### src/rtl/ysyx_23060124_pipe_stage_reg_pkg.sv
// Shared definitions for the valid/ready pipeline stage registers.
// Stage wrappers import the occupancy encodings from here.
package ysyx_23060124_pipe_stage_reg_pkg;

  typedef enum logic [1:0] {
    PIPE_EMPTY = 2'd0,
    PIPE_ONE   = 2'd1,
    PIPE_TWO   = 2'd2
  } pipe_state_e;

endpackage

### src/rtl/ysyx_23060124_pipe_stage_reg.sv
// Generic valid/ready pipeline register with optional skid entry, synchronous flush
// and optional zeroed bubbles. o_count mirrors the occupancy state encoding.
module ysyx_23060124_pipe_stage_reg
  import ysyx_23060124_pipe_stage_reg_pkg::*;
#(
  parameter int unsigned DATA_W      = 32,
  parameter int unsigned SKID        = 1,
  parameter int unsigned ZERO_BUBBLE = 1
) (
  input  logic              clock,
  input  logic              reset,
  input  logic              i_flush,
  input  logic              i_pre_valid,
  output logic              o_pre_ready,
  input  logic [DATA_W-1:0] i_pre_data,
  output logic              o_post_valid,
  input  logic              i_post_ready,
  output logic [DATA_W-1:0] o_post_data,
  output logic [1:0]        o_count
);

  pipe_state_e       state_q, state_d;
  logic [DATA_W-1:0] main_q, main_d;
  logic              accept, consume;

  assign accept       = i_pre_valid & o_pre_ready;
  assign consume      = o_post_valid & i_post_ready;
  assign o_post_valid = (state_q != PIPE_EMPTY);
  assign o_post_data  = main_q;
  assign o_count      = state_q;

  always_ff @(posedge clock or negedge reset) begin
    if (!reset) begin
      state_q <= PIPE_EMPTY;
      main_q  <= '0;
    end else begin
      state_q <= state_d;
      main_q  <= main_d;
    end
  end

  if (SKID != 0) begin : g_skid
    logic [DATA_W-1:0] skid_q, skid_d;
    logic              ready_q;

    // Ready is registered from the next state so no comb path reaches upstream.
    always_ff @(posedge clock or negedge reset) begin
      if (!reset) begin
        skid_q  <= '0;
        ready_q <= 1'b1;
      end else begin
        skid_q  <= skid_d;
        ready_q <= (state_d != PIPE_TWO);
      end
    end

    assign o_pre_ready = ready_q;

    always_comb begin
      state_d = state_q;
      main_d  = main_q;
      skid_d  = skid_q;
      if (i_flush) begin
        state_d = PIPE_EMPTY;
        if (ZERO_BUBBLE != 0) begin
          main_d = '0;
          skid_d = '0;
        end
      end else begin
        case (state_q)
          PIPE_EMPTY: begin
            if (accept) begin
              state_d = PIPE_ONE;
              main_d  = i_pre_data;
            end
          end
          PIPE_ONE: begin
            if (accept && consume) begin
              main_d = i_pre_data;
            end else if (accept) begin
              state_d = PIPE_TWO;
              skid_d  = i_pre_data;
            end else if (consume) begin
              state_d = PIPE_EMPTY;
              if (ZERO_BUBBLE != 0) main_d = '0;
            end
          end
          PIPE_TWO: begin
            if (consume) begin
              state_d = PIPE_ONE;
              main_d  = skid_q;
              if (ZERO_BUBBLE != 0) skid_d = '0;
            end
          end
          default: state_d = PIPE_EMPTY;
        endcase
      end
    end
  end else begin : g_single
    assign o_pre_ready = (state_q == PIPE_EMPTY) | i_post_ready;

    always_comb begin
      state_d = state_q;
      main_d  = main_q;
      if (i_flush) begin
        state_d = PIPE_EMPTY;
        if (ZERO_BUBBLE != 0) main_d = '0;
      end else begin
        case (state_q)
          PIPE_EMPTY: begin
            if (accept) begin
              state_d = PIPE_ONE;
              main_d  = i_pre_data;
            end
          end
          PIPE_ONE: begin
            if (accept) begin
              main_d = i_pre_data;
            end else if (consume) begin
              state_d = PIPE_EMPTY;
              if (ZERO_BUBBLE != 0) main_d = '0;
            end
          end
          default: state_d = PIPE_EMPTY;
        endcase
      end
    end
  end

endmodule

### config.mk
export PLATFORM = sky130hd
export DESIGN_NAME = ysyx_23060124_pipe_stage_reg
export DESIGN_NICKNAME = d
export VERILOG_FILES = /design/src/rtl/ysyx_23060124_pipe_stage_reg_pkg.sv /design/src/rtl/ysyx_23060124_pipe_stage_reg.sv
export SDC_FILE = /design/constraint.sdc
export NUM_CORES = 1
export LEC_CHECK = 0
export ABC_AREA = 1
export CORE_ASPECT_RATIO = 1.4
export CORE_MARGIN = 3
export CORE_UTILIZATION = 38
export CTS_BUF_LIST = sky130_fd_sc_hd__clkbuf_4 sky130_fd_sc_hd__clkbuf_8
export DETAILED_ROUTE_END_ITERATION = 12
export DONT_BUFFER_PORTS = 1
export PLACE_DENSITY = 0.6
export SLEW_MARGIN = 20
export SYNTH_ARGS = -nofsm -noshare
export SYNTH_HDL_FRONTEND = slang
export SYNTH_SLANG_ARGS = --single-unit
### constraint.sdc
create_clock -name clock -period 1.8 [get_ports clock]
set_input_delay 0.18 -clock clock [delete_from_list [all_inputs] [get_ports clock]]
set_output_delay 0.18 -clock clock [all_outputs]
set_load 0.01 [all_outputs]
# Word-level counts from Yosys, hierarchy flattened
# Index checks and enable logic that the tools add are counted.
# totals
register_bits	67
out_inout_bits	36
wordCells	39
# classes
bitwise_logic	2
n_eq_ne	9
mux	17
reduce_logical	7
# op_table
cell	count
32-bit two-way mux	8
32-bit one-hot mux with 3 select lines	1
32-bit one-hot mux with 2 select lines	1
2-bit two-way mux	6
3-bit != test (second input constant)	4
4-bit != test (second input constant)	2
2-bit one-hot mux with 3 select lines	1
5-bit AND reduction	1
4-bit AND reduction	1
4-bit nonzero test	1
3-bit nonzero test	1
1-bit bitwise AND	2
2-bit by 1-bit equality test with 1-bit output (second input constant)	1
2-bit equality test (second input constant)	1
2-bit logical NOT	1
2-bit != test (second input constant)	1
2-bit nonzero test	1
1-bit logical AND	1

# Depth between registers and ports, before layout
# Gate-level depths: netlist (run 1).
# depth
word_depth	8
ltp_mapped	12
depth_no_buf	10

# Worst setup path after synthesis (run 1)
# OpenSTA, ideal clock, no wires.
# synth_path
path_type	flip-flop to flip-flop
start	reg state_q[0], in the netlist o_count[0]
end	reg main_q[0], in the netlist o_post_data[0]
path_buffers	2
synth_period_minus_slack_ns	1.678
slack_ns	0.122
path_stages_with_launch	13
arrival_ns	1.561
setup_time_ns	0.116
path_cell_list	dfrtp_1 inv_1 ha_1 buf_2 nor2_2 nand2_1 nand2_1 inv_2 nand2_2 nor2_2 buf_2 nand2_1 nand2_1
# synth_between
elab_chain_cells	6
elab_cells_between_ends	15
# synth_lines
element	line_no	text
start, declared	ysyx_23060124_pipe_stage_reg.sv:22	pipe_state_e state_q, state_d;
start signal, assigned	ysyx_23060124_pipe_stage_reg.sv:37	state_q <= state_d;
2-bit nonzero test	ysyx_23060124_pipe_stage_reg.sv:28	assign o_post_valid = (state_q != PIPE_EMPTY);
1-bit bitwise AND	ysyx_23060124_pipe_stage_reg.sv:27	assign consume = o_post_valid & i_post_ready;
1-bit logical AND	ysyx_23060124_pipe_stage_reg.sv:78	if (accept && consume) begin
32-bit two-way mux	ysyx_23060124_pipe_stage_reg.sv:78	
32-bit one-hot mux with 3 select lines	ysyx_23060124_pipe_stage_reg.sv:70	case (state_q)
32-bit two-way mux	ysyx_23060124_pipe_stage_reg.sv:63	if (i_flush) begin
end signal, assigned	ysyx_23060124_pipe_stage_reg.sv:38	main_q <= main_d;
end, declared	ysyx_23060124_pipe_stage_reg.sv:23	logic [DATA_W-1:0] main_q, main_d;
# Several ways; a longest one is shown, not always the timed one.
# A chain may end at the register's enable or synchronous reset.

# Worst setup path in the final report (run 1)
# layout_path
start	reg state_q[0], in the netlist o_count[0]
end	reg g_skid.skid_q[12]
# layout_between
elab_chain_cells	5
elab_cells_between_ends	12
# layout_lines
element	line_no	text
2-bit nonzero test (*)	ysyx_23060124_pipe_stage_reg.sv:28	
via o_post_valid	ysyx_23060124_pipe_stage_reg.sv:16	output logic o_post_valid,
1-bit bitwise AND (*)	ysyx_23060124_pipe_stage_reg.sv:27	
1-bit logical AND	ysyx_23060124_pipe_stage_reg.sv:78	
3-bit != test (no source line)	--	
4-bit AND reduction (no source line) (*)	--	
end signal, assigned	ysyx_23060124_pipe_stage_reg.sv:52	skid_q <= skid_d;
end, declared	ysyx_23060124_pipe_stage_reg.sv:43	logic [DATA_W-1:0] skid_q, skid_d;
# The timed path passes the listed nets; every way through them passes the cells marked *.

==> results of run 1 <==
power groups by stage:
stage               Sequential (uW)  Combinational (uW)  Clock, uW
floorplan                      2510                1300          0
global placement               2590                1730          0
detailed placement             2600                1770          0
CTS                            2580                1880       1130
global route                   2640                2330       1200
finish                         2570                2050       1080
worst min-delay path: cells and delay by family:
| family | cells | cell delay [ps] |
|---|---|---|
| AND/OR/NAND/NOR | 4 | 160 |
metal layers:
metal | vias to the layer above | share of wire (%) | wire [um] | GRT usage [%]
met5 | - | 0 | 0 | 0
met4 | 0 | 1.2 | 101 | 7.09
met3 | 7 | 5.5 | 445 | 6.21
met2 | 71 | 50 | 4080 | 28.2
met1 | 1287 | 43 | 3530 | 21.2
li1 | 1390 | - | - | -
synthesized netlist by cell type:
cell | instances | share of area, %
nand2_1 | 272 | 32
dfrtp_1 | 66 | 52
o21ai_0 | 24 | 3.8
buf_2 | 14 | 2.2
o21ai_1 | 10 | 1.6
inv_1 | 7 | 0.83
clkbuf_1 | 6 | 0.71
nor2_1 | 6 | 0.71
nand3_1 | 5 | 0.79
ha_1 | 4 | 1.6
inv_2 | 3 | 0.36
a21oi_1 | 2 | 0.32
clkbuf_2 | 2 | 0.32
nand2_2 | 2 | 0.40
nor2_2 | 2 | 0.40
dfstp_2 | 1 | 0.83
nand3_2 | 1 | 0.32
o211ai_1 | 1 | 0.24
per-stage QoR:
step | cells | setup slack, ps | total power (uW) | utilization [%]
3_3_place_gp | 521 | 105 | 4320 | 41.8
4_1_cts | 572 | 18.1 | 5590 | 48.5
3_5_place_dp | 521 | 48.8 | 4370 | 41.8
6_report | 574 | 160 | 5700 | 49.5
5_1_grt | 574 | 27.6 | 6170 | 49.5
2_1_floorplan | 428 | 122 | 3810 | -
final timing paths:
| kind | start | to | slack (ps) | depth (start not counted) |
|---|---|---|---|---|
| max in group asynchronous | reset | o_pre_ready | 1110 | 2 |
| min in group asynchronous | reset | o_post_data[28] | 360 | 2 |
| min reg2reg | g_skid.skid_q[31] | g_skid.skid_q[31] | 490 | 2 |
| max | o_count[0] | g_skid.skid_q[12] | 160 | 10 |
| min | i_pre_data[24] | o_post_data[24] | 20 | 4 |
| max reg2reg | o_count[0] | g_skid.skid_q[12] | 160 | 10 |
cell families after synthesis:
logic type / after synthesis
flops: 67
simple gates: 288
fa+ha+maj: 4
compound gates: 37
buf+inv: 32
registers in the layout (all words and copies together) (netlist names):
register	count
g_skid.skid_q	32
o_post_data	32
o_count	2
o_pre_ready	1
area by class of cell:
class	instances	area, sq um	area share [%]
Sequential cell	67	1680	42.7
Multi-Input combinational cell	329	1380	35.0
Timing Repair Buffer	52	553	14.1
Clock buffer	10	131	3.34
Tap cell	100	125	3.18
Inverter	10	37.5	0.954
Clock inverter	6	32.5	0.827
repair_timing:
action,4_1_cts,5_1_grt
gates resized for setup,0,14
hold endpoints to repair,101,0
hold buffers,35,0
setup buffers,0,0
setup endpoints to repair,0,64
==> out/metrics.yaml, run 1 <==
logic_synthesis:
  yosys.area_share.adder_pct: 1.58
  synth_nets: 469
  synth_cell_types: 18
  yosysWarnings: 0
  ys_ff_latch: 67
  synth-xor-area-share_pct: 0
  synth_mux_area_share_pct: 0
  syn_inst: 428
  synthSimpleGateAreaFrac_pct: 34.9
  avgSynthCellArea_sq_um: 7.38
  ys_seq_area_share_pct: 53.1
  synth_area_sq_um: 3160
  synth_compound_area_share_pct: 5.94
  synth_top_family_by_area: "simple AND/OR/NAND/NOR gates"
place:
  placed_area_sq_um: 3320
  hpwl_um: 4810
  portBuffers: 0
  place.gp.congestion: 0.832
floorplan:
  dieArea_sq_um: 9460
  boundaryPins: 73
  start_util_pct: 39.8
  die_x_um: 83.1
  die_y_um: 114
  row_count: 38
  coreArea_sq_um: 7940
timing:
  setup_viol: 0
  min_period_ps: 1640
  drv_slew: 0
  tightestPinTransition_ps: 343
  rsz0062_at_grt: "false"
  finalSetupTns_ps: 0
  fin_hold_ws_ps: 23.7
  fin_crit_sh_pct: 91.1
  slew_headroom_pct: 77.1
  hold_viol: 0
  skew_ps: 7.56
  clock.fmax_mhz: 610
power_and_ir_drop:
  power_frac_comb_pct: 35.9
  p_leak_uw: 0.00206
  p_sw_share_pct: 41.2
  p_int_uw: 3350
  p_seq_share_pct: 45.2
  peakVddDrop_v: 0.000675
  p_switching_uw: 2350
  clockPowerShare_pct: 18.9
  power.density_nw_per_um2: 1450
global_routing:
  grt_max_degree: 68
  antenna_found_initial: 0
  grt_pass1_vias: 2645
  overflow: 0
  grt_pass1_wl_um: 13000
  track_usage_pct: 17.4
routing:
  first_pass_iters: 4
  vias: 2755
  routed_wl_um: 8150
  post-route-drc-count: 0
  route.detailed.wl_per_inst_um: 14.2
  drt-initial-drc-count: 241
  antenna_left: 0
  viasPerCell: 4.80
critical_path:
  cp.arrival_ps: 1870
  cpPeakStageDelay_ps: 410
  critPathSlowestCell: "dfrtp_1"
  cp-end-kind: "register"
  crit_chain: "inv_2 -> ha_4 -> inv_2 -> nand2_2 -> nand2_1 -> nand3_2 -> nand3_4 -> buf_12 -> nand2_1 -> o21ai_0"
  crit_family: "simple AND/OR/NAND/NOR gates"
  critPathRequiredTime_ps: 2030
  crit_buf_inv: 3
  path_class: "reg -> reg"
  crit_fanout: 32
  start_kind: "register"
clocking:
  cts_tree: "done"
  cts_htree_levels: 3
  clk_path_buf_depth: 2
  numCtsBuffers: 9
  cts_sinks: 67
  root_buffer: "clkbuf_8"
  clkTransAtPathRegs_ps: 80
  clock_latency_ps: 350
final_layout:
  n_antenna_cell: 0
  final_area_sq_um: 3930
  nFillCells: 776
  drive_above_1_share_pct: 10.3
  final_common_cell: "nand2_1"
  areaGrowthSynthToFinish_pct: 24.5
  fin_nets: 510
  layout_common_cells: "nand2_1, dfrtp_1, dlygate4sd3_1"
min_path:
  hold_path.class: "in -> reg"
job:
  drv_cap: 0
outcome:
  status: "finished, final reports clean"
Power figures use the tool's default switching activity.
==> run 2, diff against run 1 <==
--- a/config.mk
+++ b/config.mk
@@ -7,7 +7,6 @@
 export LEC_CHECK = 0
 export ABC_AREA = 1
 export CORE_ASPECT_RATIO = 1.4
-export CORE_MARGIN = 3
 export CORE_UTILIZATION = 38
 export CTS_BUF_LIST = sky130_fd_sc_hd__clkbuf_4 sky130_fd_sc_hd__clkbuf_8
 export DETAILED_ROUTE_END_ITERATION = 12
==> out/metrics.yaml, run 2 (same netlist as run 1, synthesis figures left out) <==
clocking:
  clkTransAtPathRegs_ps: 70  # about the same
  root_buffer: "clkbuf_8"
  clock_latency_ps: 340  # about the same
  post_cts_buffers: 0  # unchanged
  cts_htree_levels: 3  # unchanged
  cts_tree: "done"
  numCtsBuffers: 9  # unchanged
  cts_sinks: 67  # unchanged
  clk_path_buf_depth: 2  # unchanged
floorplan:
  start_util_pct: 39.0  # -0.79 points
  boundaryPins: 73  # unchanged
  coreArea_sq_um: 8100  # +2.0%
  die_y_um: 110  # -3.5%
  dieArea_sq_um: 8690  # -8.2%
  die_x_um: 79.1  # -4.8%
  row_count: 39  # +2.6%
place:
  portBuffers: 0  # unchanged
  pre_cts_ws_ps: -3.41  # -52.2 ps
  hpwl_um: 4870  # +1.1%
  placed_area_sq_um: 3330  # +0.45%
  place.gp.congestion: 0.850  # +2.2%
timing:
  min_period_ps: 1700  # +60.7 ps
  clock.fmax_mhz: 588  # -3.6%
  drv_slew: 0  # unchanged
  slew_headroom_pct: 77.6  # +0.49 points
  setup_ws_ps: 99.4  # -60.7 ps
  fin_crit_sh_pct: 94.5  # +3.4 points
  setup_viol: 0  # unchanged
  skew_ps: 7.04  # -0.524 ps
  hold_viol: 0  # unchanged
  tightestPinTransition_ps: 336  # -7.30 ps
  rsz0062_at_grt: "true"
routing:
  first_pass_iters: 4  # unchanged
  viasPerCell: 4.79  # -0.11%
  vias: 2752  # -0.11%
  post-route-drc-count: 0  # unchanged
  drt-initial-drc-count: 141  # -41%
  route.detailed.wl_per_inst_um: 13.9  # -1.7%
  antenna_left: 0  # unchanged
  routed_wl_um: 8010  # -1.7%
critical_path:
  cpPeakStageDelay_ps: 390  # -20 ps
  crit_buf_inv: 3  # unchanged
  crit_chain: "inv_1 -> ha_2 -> inv_2 -> nand2_2 -> o211ai_1 -> nand2_2 -> nor2_4 -> clkbuf_16 -> nand2_1 -> nand2_1"
  cp.arrival_ps: 1980  # +110 ps
  start_kind: "register"
  cp-end-kind: "register"
  critPathSlowestCell: "dfrtp_1"
  critPathRequiredTime_ps: 2080  # +50 ps
  crit_fanout: 12  # -63%
  crit_family: "simple AND/OR/NAND/NOR gates"
  path_class: "reg -> reg"
global_routing:
  grt_pass1_vias: 2693  # +1.8%
  track_usage_pct: 19.2  # +1.8 points
  antenna_found_initial: 0  # unchanged
  grt_max_degree: 68  # unchanged
  grt_pass1_wl_um: 12600  # -3.4%
  overflow: 0  # unchanged
power_and_ir_drop:
  p_leak_uw: 0.00206  # -0.22%
  peakVddDrop_v: 0.000704  # +4.3%
  finalPower_uw: 5650  # -0.87%
  power.density_nw_per_um2: 1440  # -0.40%
final_layout:
  fin_nets: 508  # -0.39%
  final_area_sq_um: 3920  # -0.48%
  final_common_cell: "nand2_1"
  final-seq-area_sq_um: 1680  # unchanged
  drive_above_1_share_pct: 9.53  # -0.80 points
  layout_common_cells: "nand2_1, dfrtp_1, dlygate4sd3_1"
  multiInputGateArea_sq_um: 1350  # -1.6%
  nFillCells: 823  # +6.1%
  n_antenna_cell: 0  # unchanged
  areaGrowthSynthToFinish_pct: 23.9
min_path:
  hold_path.class: "in -> reg"
outcome:
  status: "finished, final reports clean"
job:
  drv_cap: 0  # unchanged
-- run 2: cell types whose count changed in the layout (fill, tap and decap cells not counted), moves of 2 or more --
cell / delta
clkbuf_4: +5
buf_6: -3
inv_2: -2
inv_1: +2
clkinv_2: -4
-- run 2: area by class of cell --
cell class                      instances  share of cell area (%)
Sequential cell                        67                    42.9
Multi-Input combinational cell        329                    34.6
Timing Repair Buffer                   50                    13.9
Clock buffer                           15                    4.31
Tap cell                              102                    3.26
Inverter                               10                   0.959
Clock inverter                          1                   0.128
-- run 2: repair_timing --
item | CTS | global route
endpoints found under the hold margin | 99 | 0
resized for setup | 1 | 8
endpoints found under the setup margin | 5 | 64
hold buffers | 34 | 0
cloned | 0 | 1
-- run 2: power breakdown --
group / switching (uW) / internal, uW
logic: 1230 / 729
registers: 494 / 2070
clock network: 539 / 592
total: 2260 / 3390
-- run 2: metrics by stage --
stage          cells  TNS [ps]  util [%]  hold WS, ps
6_report         574         0      48.3         17.0
5_1_grt          574     -71.9      48.3         6.47
4_1_cts          573         0      47.8         1.14
3_5_place_dp     523     -4.28      41.2         -115
3_3_place_gp     523         0      41.2         -114
2_1_floorplan    428         0         -         -116
-- run 2: path summary, 6_finish.rpt --
check                      slack, ps  cells after the start              start           endpoint
max reg2reg                      100                     10         o_count[1]    o_post_data[20]
min reg2reg                      490                      2  g_skid.skid_q[11]  g_skid.skid_q[11]
max                              100                     10         o_count[1]    o_post_data[20]
min                               20                      2      i_pre_data[1]   g_skid.skid_q[1]
max in group asynchronous       1100                      2              reset        o_pre_ready
min in group asynchronous        400                      2              reset   g_skid.skid_q[7]
-- run 2: per-layer routing --
layer | wire (um) | vias up | global-route usage [%] | part of all wire (%)
li1 | - | 1388 | - | -
met1 | 3550 | 1282 | 22.7 | 44
met2 | 3950 | 67 | 32.6 | 49
met3 | 338 | 15 | 4.40 | 4.2
met4 | 174 | 0 | 9.48 | 2.2
met5 | 0 | - | 0 | 0
